--- src/rtl/muldiv_pkg.sv ---
// ---------------------------------------------------------------------------
// muldiv_pkg
// Shared definitions for the iterative RV32M multiply/divide unit.
//   md_op_t    : M-extension operation, encoded exactly as RV32M funct3
//   md_state_t : sequencer FSM states
//   is_div     : op belongs to the divide/remainder class
//   is_rem     : op returns the remainder rather than the quotient
//   a_signed   : rs1 is interpreted as a signed value for this op
//   b_signed   : rs2 is interpreted as a signed value for this op
// ---------------------------------------------------------------------------
package muldiv_pkg;

    typedef enum logic [2:0] {
        MD_MUL    = 3'b000,
        MD_MULH   = 3'b001,
        MD_MULHSU = 3'b010,
        MD_MULHU  = 3'b011,
        MD_DIV    = 3'b100,
        MD_DIVU   = 3'b101,
        MD_REM    = 3'b110,
        MD_REMU   = 3'b111
    } md_op_t;

    typedef enum logic [1:0] {
        ST_IDLE   = 2'b00,
        ST_CALC   = 2'b01,
        ST_FINISH = 2'b10,
        ST_DONE   = 2'b11
    } md_state_t;

    // Divide class covers both quotient and remainder ops.
    function automatic logic is_div(md_op_t op);
        return (op == MD_DIV) || (op == MD_DIVU) || (op == MD_REM) || (op == MD_REMU);
    endfunction

    function automatic logic is_rem(md_op_t op);
        return (op == MD_REM) || (op == MD_REMU);
    endfunction

    // MUL only needs the low half, which is the same for signed and unsigned
    // inputs, so treating it as signed keeps the sign handling uniform.
    function automatic logic a_signed(md_op_t op);
        return (op == MD_MUL) || (op == MD_MULH) || (op == MD_MULHSU) ||
               (op == MD_DIV) || (op == MD_REM);
    endfunction

    function automatic logic b_signed(md_op_t op);
        return (op == MD_MUL) || (op == MD_MULH) || (op == MD_DIV) || (op == MD_REM);
    endfunction

endpackage

--- src/rtl/muldiv_dp.sv ---
// ---------------------------------------------------------------------------
// muldiv_dp
// Radix-2 shift/add-subtract datapath shared by multiply and divide.
// The 2*XLEN accumulator is split into a high half and a low half:
//   multiply : high = partial product, low = multiplier (shifted out LSB first)
//   divide   : high = partial remainder, low = dividend in / quotient out
// Ports:
//   clk      in   rising-edge clock
//   reset    in   asynchronous active-low reset
//   load_i   in   load magnitudes: acc = {0, aMag_i}, operand = bMag_i
//   step_i   in   perform one iteration step
//   isDiv_i  in   1 = restoring divide step, 0 = shift-add multiply step
//   aMag_i   in   |rs1| (multiplier or dividend)
//   bMag_i   in   |rs2| (multiplicand or divisor)
//   acc_o    out  accumulator contents
// ---------------------------------------------------------------------------
module muldiv_dp #(
    parameter int XLEN = 32
) (
    input  logic              clk,
    input  logic              reset,
    input  logic              load_i,
    input  logic              step_i,
    input  logic              isDiv_i,
    input  logic [XLEN-1:0]   aMag_i,
    input  logic [XLEN-1:0]   bMag_i,
    output logic [2*XLEN-1:0] acc_o
);

    logic [2*XLEN-1:0] acc_q, acc_d;
    logic [XLEN-1:0]   opB_q, opB_d;

    logic [XLEN-1:0]   accHi;
    logic [XLEN-1:0]   accLo;
    logic [XLEN:0]     mulSum;
    logic [XLEN:0]     remShift;
    logic              remGeq;
    logic [XLEN-1:0]   remDiff;

    // Step arithmetic. The multiply adds the multiplicand into the high half
    // when the current multiplier LSB is set and then the whole accumulator
    // (including the adder carry) shifts right by one.  The divide shifts the
    // next dividend bit into the remainder and subtracts the divisor only when
    // it fits.  A successful subtraction always leaves a value below the
    // divisor, so an XLEN-wide difference is exact even though the shifted
    // remainder is XLEN+1 bits wide.
    always_comb begin
        accHi    = acc_q[2*XLEN-1:XLEN];
        accLo    = acc_q[XLEN-1:0];
        mulSum   = {1'b0, accHi} + (accLo[0] ? {1'b0, opB_q} : {(XLEN+1){1'b0}});
        remShift = {accHi, accLo[XLEN-1]};
        remGeq   = (remShift >= {1'b0, opB_q});
        remDiff  = remShift[XLEN-1:0] - opB_q;

        acc_d = acc_q;
        opB_d = opB_q;
        if (load_i) begin
            acc_d = {{XLEN{1'b0}}, aMag_i};
            opB_d = bMag_i;
        end else if (step_i) begin
            if (isDiv_i) begin
                if (remGeq) begin
                    acc_d = {remDiff, accLo[XLEN-2:0], 1'b1};
                end else begin
                    acc_d = {remShift[XLEN-1:0], accLo[XLEN-2:0], 1'b0};
                end
            end else begin
                acc_d = {mulSum, accLo[XLEN-1:1]};
            end
        end
    end

    // Datapath registers; cleared on reset so no stale operand survives.
    always_ff @(posedge clk or negedge reset) begin
        if (!reset) begin
            acc_q <= '0;
            opB_q <= '0;
        end else begin
            acc_q <= acc_d;
            opB_q <= opB_d;
        end
    end

    assign acc_o = acc_q;

endmodule

--- src/rtl/muldiv_sequencer.sv ---
// ---------------------------------------------------------------------------
// muldiv_sequencer
// Iterative RV32M multiply/divide unit for the execute stage.  It captures an
// M-op held in EX, stalls the front of the pipeline while iterating, and
// presents the result together with a one-cycle DoneE strobe.
// Ports:
//   clk        in   rising-edge clock
//   reset      in   asynchronous active-low reset
//   StartE     in   M-op present in EX (held while EX is stalled)
//   MulDivOpE  in   operation (md_op_t, funct3 encoding)
//   SrcAE      in   rs1 operand
//   SrcBE      in   rs2 operand
//   RdE        in   destination register
//   FlushE     in   kill the EX instruction / abort a running op
//   StallE     out  hold IF/ID/EX (combinational)
//   DoneE      out  result valid strobe (one cycle)
//   MDResultE  out  result, valid while DoneE=1
//   MDRdE      out  destination register of the result
// ---------------------------------------------------------------------------
module muldiv_sequencer
    import muldiv_pkg::*;
#(
    parameter int XLEN         = 32,
    parameter bit FAST_SPECIAL = 1'b1
) (
    input  logic            clk,
    input  logic            reset,
    input  logic            StartE,
    input  md_op_t          MulDivOpE,
    input  logic [XLEN-1:0] SrcAE,
    input  logic [XLEN-1:0] SrcBE,
    input  logic [4:0]      RdE,
    input  logic            FlushE,
    output logic            StallE,
    output logic            DoneE,
    output logic [XLEN-1:0] MDResultE,
    output logic [4:0]      MDRdE
);

    localparam int             CW       = $clog2(XLEN) + 1;
    localparam logic [CW-1:0]  LAST_CNT = CW'(XLEN - 1);
    localparam logic [XLEN-1:0] MIN_NEG = {1'b1, {(XLEN-1){1'b0}}};

    md_state_t         state_q, state_d;
    logic [CW-1:0]     cnt_q, cnt_d;
    md_op_t            op_q, op_d;
    logic [4:0]        rd_q, rd_d;
    logic [XLEN-1:0]   srcA_q, srcA_d;
    logic              negRes_q, negRes_d;
    logic              negRem_q, negRem_d;
    logic              divZero_q, divZero_d;
    logic              ovf_q, ovf_d;
    logic [XLEN-1:0]   result_q, result_d;
    logic [4:0]        mdRd_q, mdRd_d;

    logic              aNeg, bNeg;
    logic [XLEN-1:0]   aMag, bMag;
    logic              inDivZero, inOvf, fastPath, startGo;
    logic              dpLoad, dpStep;
    logic [2*XLEN-1:0] acc;
    logic [2*XLEN-1:0] prodFix;
    logic [XLEN-1:0]   quotFix, remFix, finResult;

    muldiv_dp #(.XLEN(XLEN)) u_dp (
        .clk     (clk),
        .reset   (reset),
        .load_i  (dpLoad),
        .step_i  (dpStep),
        .isDiv_i (is_div(op_q)),
        .aMag_i  (aMag),
        .bMag_i  (bMag),
        .acc_o   (acc)
    );

    // Operand preparation at issue: the datapath only sees magnitudes, so the
    // sign of each signed operand position is stripped here and remembered.
    // Division by zero and the single signed overflow case are detected on the
    // raw operands so they can skip the iteration when the fast path is on.
    always_comb begin
        aNeg      = a_signed(MulDivOpE) & SrcAE[XLEN-1];
        bNeg      = b_signed(MulDivOpE) & SrcBE[XLEN-1];
        aMag      = aNeg ? -SrcAE : SrcAE;
        bMag      = bNeg ? -SrcBE : SrcBE;
        inDivZero = is_div(MulDivOpE) && (SrcBE == '0);
        inOvf     = ((MulDivOpE == MD_DIV) || (MulDivOpE == MD_REM)) &&
                    (SrcAE == MIN_NEG) && (SrcBE == '1);
        fastPath  = FAST_SPECIAL && (inDivZero || inOvf);
        startGo   = StartE && !FlushE;
        dpLoad    = (state_q == ST_IDLE) && startGo;
        dpStep    = (state_q == ST_CALC) && !FlushE;
    end

    // Sign correction and result selection from the finished accumulator.
    // Quotient and product take the XOR of the operand signs; the remainder
    // follows the dividend.  The special cases override whatever the
    // accumulator holds, which also covers a full-length zero-divisor run.
    always_comb begin
        prodFix = negRes_q ? -acc : acc;
        quotFix = negRes_q ? -acc[XLEN-1:0] : acc[XLEN-1:0];
        remFix  = negRem_q ? -acc[2*XLEN-1:XLEN] : acc[2*XLEN-1:XLEN];
        finResult = '0;
        case (op_q)
            MD_MUL:                       finResult = prodFix[XLEN-1:0];
            MD_MULH, MD_MULHSU, MD_MULHU: finResult = prodFix[2*XLEN-1:XLEN];
            MD_DIV, MD_DIVU: begin
                if (divZero_q)  finResult = '1;
                else if (ovf_q) finResult = MIN_NEG;
                else            finResult = quotFix;
            end
            MD_REM, MD_REMU: begin
                if (divZero_q)  finResult = srcA_q;
                else if (ovf_q) finResult = '0;
                else            finResult = remFix;
            end
            default:                      finResult = '0;
        endcase
    end

    // FSM next-state logic.  A flush always returns to IDLE and blocks the
    // result register update, so an aborted op never produces DoneE nor
    // disturbs the previously delivered result.
    always_comb begin
        state_d   = state_q;
        cnt_d     = cnt_q;
        op_d      = op_q;
        rd_d      = rd_q;
        srcA_d    = srcA_q;
        negRes_d  = negRes_q;
        negRem_d  = negRem_q;
        divZero_d = divZero_q;
        ovf_d     = ovf_q;
        result_d  = result_q;
        mdRd_d    = mdRd_q;

        if (FlushE) begin
            state_d = ST_IDLE;
            cnt_d   = '0;
        end else begin
            case (state_q)
                ST_IDLE: begin
                    if (StartE) begin
                        op_d      = MulDivOpE;
                        rd_d      = RdE;
                        srcA_d    = SrcAE;
                        negRes_d  = aNeg ^ bNeg;
                        negRem_d  = aNeg;
                        divZero_d = inDivZero;
                        ovf_d     = inOvf;
                        cnt_d     = '0;
                        state_d   = fastPath ? ST_FINISH : ST_CALC;
                    end
                end
                ST_CALC: begin
                    cnt_d = cnt_q + 1'b1;
                    if (cnt_q == LAST_CNT) begin
                        state_d = ST_FINISH;
                    end
                end
                ST_FINISH: begin
                    result_d = finResult;
                    mdRd_d   = rd_q;
                    state_d  = ST_DONE;
                end
                ST_DONE: begin
                    state_d = ST_IDLE;
                end
                default: begin
                    state_d = ST_IDLE;
                end
            endcase
        end
    end

    // Control and result registers.
    always_ff @(posedge clk or negedge reset) begin
        if (!reset) begin
            state_q   <= ST_IDLE;
            cnt_q     <= '0;
            op_q      <= MD_MUL;
            rd_q      <= '0;
            srcA_q    <= '0;
            negRes_q  <= 1'b0;
            negRem_q  <= 1'b0;
            divZero_q <= 1'b0;
            ovf_q     <= 1'b0;
            result_q  <= '0;
            mdRd_q    <= '0;
        end else begin
            state_q   <= state_d;
            cnt_q     <= cnt_d;
            op_q      <= op_d;
            rd_q      <= rd_d;
            srcA_q    <= srcA_d;
            negRes_q  <= negRes_d;
            negRem_q  <= negRem_d;
            divZero_q <= divZero_d;
            ovf_q     <= ovf_d;
            result_q  <= result_d;
            mdRd_q    <= mdRd_d;
        end
    end

    // StallE includes the issue cycle so the op stays in EX until DONE.
    // Gating with reset keeps the pipeline free while reset is asserted,
    // even if EX still presents an M-op.
    always_comb begin
        StallE = reset && (((state_q == ST_IDLE) && StartE && !FlushE) ||
                           (state_q == ST_CALC) || (state_q == ST_FINISH));
        DoneE  = (state_q == ST_DONE);
    end

    assign MDResultE = result_q;
    assign MDRdE     = mdRd_q;

endmodule

--- config.mk ---
export PLATFORM = sky130hd
export DESIGN_NAME = muldiv_sequencer
export DESIGN_NICKNAME = d
export VERILOG_FILES = /design/src/rtl/muldiv_pkg.sv /design/src/rtl/muldiv_dp.sv /design/src/rtl/muldiv_sequencer.sv
export SDC_FILE = /design/constraint.sdc
export NUM_CORES = 1
export LEC_CHECK = 0
export CAP_MARGIN = 20
export CELL_PAD_IN_SITES_DETAIL_PLACEMENT = 1
export CELL_PAD_IN_SITES_GLOBAL_PLACEMENT = 1
export CORE_MARGIN = 1.5
export CORE_UTILIZATION = 35
export CTS_BUF_LIST = sky130_fd_sc_hd__clkbuf_4
export CTS_CLUSTER_SIZE = 8
export DETAILED_ROUTE_END_ITERATION = 16
export PLACE_DENSITY_LB_ADDON = 0.1
export SYNTH_ARGS = -nofsm -noshare
export SYNTH_HDL_FRONTEND = slang
export SYNTH_SLANG_ARGS = --single-unit
--- constraint.sdc ---
create_clock -name clk -period 4.2 [get_ports clk]
set_input_delay 0.84 -clock clk [delete_from_list [all_inputs] [get_ports clk]]
set_output_delay 0.84 -clock clk [all_outputs]
set_load 0.005 [all_outputs]
## Word level (Yosys, flattened, before mapping)

Index checks and enable logic that the tools add are counted.

- Register bits after elaboration: 185
- Bits of input ports: 76
- Output and inout port bits: 39
- Logic and storage cells: 109

- Add/sub/neg operators: 8
- Magnitude comparators: 1
- Equality and inequality tests: 21
- Muxes and demuxes: 23
- Bitwise operators: 4
- Reductions and logical operators: 39

Operators by type and width:

| cell | count |
|---|---|
| two-way mux 64 bit | 5 |
| two-way mux 32 bit | 9 |
| negator 32 bit | 4 |
| case mux 32 bit (4 select lines) | 1 |
| == test 32 bit (second input constant) | 2 |
| negator 64 bit | 1 |
| adder 32 x 33 -> 33 bit | 1 |
| >= comparator 33 x 32 -> 1 bit | 1 |
| logical NOT 32 bit | 1 |
| subtractor 32 bit | 1 |
| == test 3 bit (second input constant) | 8 |
| logical OR 1 bit | 16 |
| two-way mux 6 bit | 2 |
| case mux 6 bit (2 select lines) | 1 |
| == test 3 x 2 -> 1 bit (second input constant) | 3 |
| logical AND 1 bit | 9 |
| two-way mux 2 bit | 4 |
| case mux 2 bit (4 select lines) | 1 |
| adder 6 x 1 -> 6 bit (second input constant) | 1 |
| == test 3 x 1 -> 1 bit (second input constant) | 2 |
| == test 6 x 5 -> 1 bit (second input constant) | 1 |
| logical NOT 3 bit | 2 |
| inequality test 3 bit (second input constant) | 2 |
| AND reduction 2 bit | 3 |
| other kinds (12) | 15 |

## Longest topological paths before layout

- Word-level depth: 10
- Depth in mapped cells: 15
- Gate-level depth less buffers: 13

## Hierarchy

A second synthesis with hierarchy kept.

- Cells, all modules: 2206
- Area total of the unflattened synthesis: 16921.2 um2

Modules (own cells, without submodules):

| module | times used | cells an instance | area an instance (um2) | seq. area each (um2) |
|---|---|---|---|---|
| muldiv_dp | 1 | 1093 | 8614.5 | 2402.3 |
| muldiv_sequencer | 1 | 1113 | 8306.7 | 2227.1 |

## Worst setup path before layout

OpenSTA, ideal clock, no wires.

- Path type: register to register
- From: register u_dp.acc_q[0] (netlist: u_dp.acc_o[0])
- To: register u_dp.acc_q[55] (netlist: u_dp.acc_o[55])
- Library setup time: 135 ps
- Arrival time: 3119 ps
- Data required time: 4065 ps
- Path slack: 945 ps
- Stages on the path, launching flop included: 15
- Buffers on the path: 2
- Clock period less this slack: 3255 ps
- Cell sequence: dfrtp_1 clkbuf_1 inv_1 clkbuf_1 nor2_1 ha_1 a21oi_1 nand2_1 o31ai_1 a21oi_1 o41ai_1 o21ai_0 a221oi_1 xor2_1 o21ai_0

- Longest elaborated chain between the ends: 5

Ends and longest elaborated chain:

| what | RTL line | RTL |
|---|---|---|
| start: declaration | muldiv_dp.sv:30 | `logic [2*XLEN-1:0] acc_q, acc_d;` |
| start signal: assignment | muldiv_dp.sv:76 | `acc_q <= '0;` |
| start signal: assignment | muldiv_dp.sv:79 | `acc_q <= acc_d;` |
| two-way mux 32 bit | muldiv_dp.sv:50 | `mulSum = {1'b0, accHi} + (accLo[0] ? {1'b0, opB_q} : {(XLEN+1){1'b0}});` |
| adder 32 x 33 -> 33 bit | muldiv_dp.sv:50 |  |
| two-way mux 64 bit | muldiv_dp.sv:61 | `if (isDiv_i) begin` |
| two-way mux 64 bit | muldiv_dp.sv:60 | `end else if (step_i) begin` |
| two-way mux 64 bit | muldiv_dp.sv:57 | `if (load_i) begin` |

Every way passes these cells. The select of a mux whose other input is x is not followed.
A chain may end at the register's enable or synchronous reset.

## Worst setup path after layout

- From: register u_dp.acc_q[0] (netlist: u_dp.acc_o[0])
- To: register u_dp.acc_q[58] (netlist: u_dp.acc_o[58])

The elaborated chain is that of the path after synthesis.

==> flow_summary.json <==
{
  "outcome": "finished clean",
  "hold_path_class": "input pin to async pin",
  "synth-simple-area-share_pct": 22.25,
  "start_kind": "register",
  "finalNonFillerCells": 2786,
  "nFillCells": 5614,
  "worst_pin_slew_ns": 0.9080,
  "cts_tree": "done",
  "clkLatencyLatePin_ns": 0.69,
  "die_y_um": 217.2,
  "grt_pass1_wl_um": 104000,
  "finalWeightedCongestion": 0.9344,
  "post_cts.repair.setup_buffers": 0,
  "final_common_cell": "nand2_1",
  "dr.pass1.iters": 6,
  "cts-hold-fix-buffers": 0,
  "avgSynthCellArea_um2": 7.651,
  "start_util_pct": 35.46,
  "p_int_uw": 7250,
  "syn_area_um2": 16060,
  "rr_worst_depth": 13,
  "synth_cells": 2099,
  "drc_errors": 0,
  "die_width_um": 217.2,
  "cts_resized": 0,
  "rows": 78,
  "synth-compound-area-share_pct": 25.45,
  "utilization_pct": 40.48,
  "grt_max_degree": 87,
  "crit_slowest_cell": "dfrtp_1",
  "synth_fp_nets": 2251,
  "core_um2": 45280,
  "yosys.area_share.adder_pct": 6.015,
  "cp.arrival_ns": 4.34,
  "critPathCaptureType": "register",
  "synthXorXnorAreaFrac_pct": 9.653,
  "dp_cells": 2753,
  "hold_violations": 0,
  "hpwl_um": 53350,
  "antenna_found_initial": 1,
  "rsz0062_at_grt": "false",
  "ios": 115,
  "seq_area_frac_synth_pct": 28.83,
  "fin_worst_skew_ns": 0.04181,
  "crit_buf_inv": 2,
  "synth_top_flop_cell": "dfrtp_1",
  "r2r_slack_ns": 0.43,
  "initialDrtViolationCount": 1091,
  "slew_headroom_pct": 39.47,
  "switching_power_uw": 8841,
  "period_minus_slack_ns": 3.774,
  "max_cap_viol_count": 0,
  "ys_ff_latch": 185,
  "layout.nets": 2324,
  "worstPathCellList": "inv_1 -> buf_4 -> nor2_1 -> ha_1 -> nand4_1 -> a2111oi_0 -> o21ai_0 -> a31oi_1 -> o221ai_1 -> xnor2_1 -> a22oi_1 -> o21ai_0 -> a31o_2",
  "grt_pass1_vias": 17140,
  "wl_um": 68390,
  "power_frac_seq_pct": 23.2,
  "seq_area_um2": 4632,
  "worstPathRequired_ns": 4.77,
  "mostFrequentLayoutCells": "nand2_1, o21ai_0, dfrtp_1, a21oi_1, nor2_1",
  "clock-sinks": 185,
  "synth-edff-count": 0,
  "slowest_delay_ns": 0.54,
  "crit_fanout": 18,
  "dieArea_um2": 47180,
  "power_frac_comb_pct": 70.1,
  "synth_top_family_by_area": "compound AO/OA/AOI/OAI gates",
  "post-route-period-util_pct": 89.86,
  "worstSetupPathType": "register to register",
  "drive_gt1_share_pct": 6.734,
  "via_count": 16450,
  "worst-path-stages": 13,
  "drtAntennaViolNets": 0,
  "synth.area.mux_share_pct": 2.750,
  "synthArstFlopShare_pct": 100.0,
  "grt_util_all_layers_pct": 29.00,
  "grt_overflow": 0,
  "routedWlPerCell_um": 24.55,
  "clk_pin_slew_worst_paths_ns": 0.18,
  "slew_viol_final": 0,
  "synth.distinct_cells": 79,
  "p_sw_share_pct": 54.94,
  "vias_per_cell": 5.905,
  "syn_to_final_growth_pct": 14.14,
  "powerDensity_nw_per_um2": 877.8,
  "root_buffer": "clkbuf_4",
  "fmax_mhz": 265.0,
  "leakagePower_uw": 0.007745,
  "crit_top_cell": "o21ai_0",
  "yosysWarnings": 0,
  "ir_drop_v": 0.0003780,
  "clockPowerShare_pct": 6.7,
  "tns_ns": 0,
  "clk_path_buf_depth": 2,
  "portBuffers": 114,
  "cts_inserted_buffers": 17,
  "cp_top_family": "compound AO/OA/AOI/OAI gates",
  "multi_input_area_um2": 10670,
  "finalSetupViolCount": 0,
  "htree_levels": 4
}
## per-layer routing
layer / share of wire [%] / up-vias / track usage [%]
met1: 42 / 8177 / 35.05
met5: 0 / - / 0
li1: - / 7689 / -
met2: 49 / 443 / 50.76
met3: 3.8 / 143 / 3.760
met4: 5.1 / 0 / 13.91
## cell type report
cell class                 count  share of cell area [%]
sequential                   185                   25.27
antenna                        3                 0.04096
multi-input combinational   1704                   58.22
clock inverter                12                  0.6962
tap                          600                   4.096
clock buffer                  18                  0.7372
inverter                      74                   1.515
timing repair buffer         190                   9.427
## sequential cells by signal (all words and copies together), names as in the netlist
register    count
cnt_q           6
negRem_q        1
divZero_q       1
op_q            3
u_dp.opB_q     32
MDResultE      32
u_dp.acc_o     64
state_q         2
ovf_q           1
negRes_q        1
MDRdE           5
srcA_q         32
rd_q            5
## cell usage after synthesis, types with 14 or more instances
| cell | n | area, um^2 |
|---|---|---|
| o221ai_1 | 21 | 183.9 |
| a31oi_1 | 25 | 156.4 |
| dfrtp_1 | 185 | 4629 |
| xnor2_1 | 103 | 902.1 |
| clkbuf_1 | 121 | 454.2 |
| a22oi_1 | 23 | 172.7 |
| a221oi_1 | 16 | 140.1 |
| inv_1 | 73 | 274.0 |
| o21ai_0 | 187 | 935.9 |
| nand2_1 | 343 | 1287 |
| and3_1 | 14 | 87.58 |
| a21o_1 | 26 | 195.2 |
| a211oi_1 | 21 | 157.7 |
| a21oi_1 | 155 | 775.7 |
| o31ai_1 | 31 | 232.7 |
| nor4_1 | 15 | 93.84 |
| ha_1 | 74 | 925.9 |
| o22ai_1 | 18 | 112.6 |
| nor2_1 | 149 | 559.3 |
| o211ai_1 | 32 | 240.2 |
| nor3_1 | 61 | 305.3 |
| nand4_1 | 20 | 125.1 |
| nand3_1 | 40 | 200.2 |
| nand2b_1 | 26 | 162.7 |
| xor2_1 | 74 | 648.1 |
| nor2b_1 | 14 | 87.58 |
| mux2i_1 | 43 | 430.4 |
## per-stage QoR
step | setup slack, ns | cell area [um^2] | total power [uW] | hold slack, ns
after floorplan | 0.9451 | 16060 | 10730 | 0.4360
after global placement | 0.5071 | 18060 | 14680 | 0.4518
after detailed placement | 0.4974 | 18060 | 14890 | 0.4625
after CTS | 0.4620 | 18320 | 16010 | 0.02270
after global routing | 0.1021 | 18330 | 17240 | 0.02460
final | 0.4257 | 18330 | 16090 | 0.05029
## cell families after synthesis
logic type | Yosys count
and+or+nand+nor | 762
AOI/OAI and AO/OA | 645
buffers and inverters | 210
DFF | 185
xor gates and xnor gates | 177
adders and majority gates | 76
muxes | 44
## power by group through the flow
stage	combinational (uW)	clock [uW]	sequential, uW
floorplan	7590	0	3140
CTS	11200	1110	3730
finish	11300	1080	3740
global placement	10900	0	3750
global route	12200	1160	3840
detailed placement	11100	0	3770
## worst paths after layout
path,startpoint,to
min,reset,srcA_q[12]
max,u_dp.acc_o[0],u_dp.acc_o[58]
min reg2reg,cnt_q[5],cnt_q[5]
max reg2reg,u_dp.acc_o[0],u_dp.acc_o[58]
max in group asynchronous,reset,op_q[2]
min in group clk,cnt_q[5],cnt_q[5]
No activity file was read; power rests on OpenSTA's default activity.
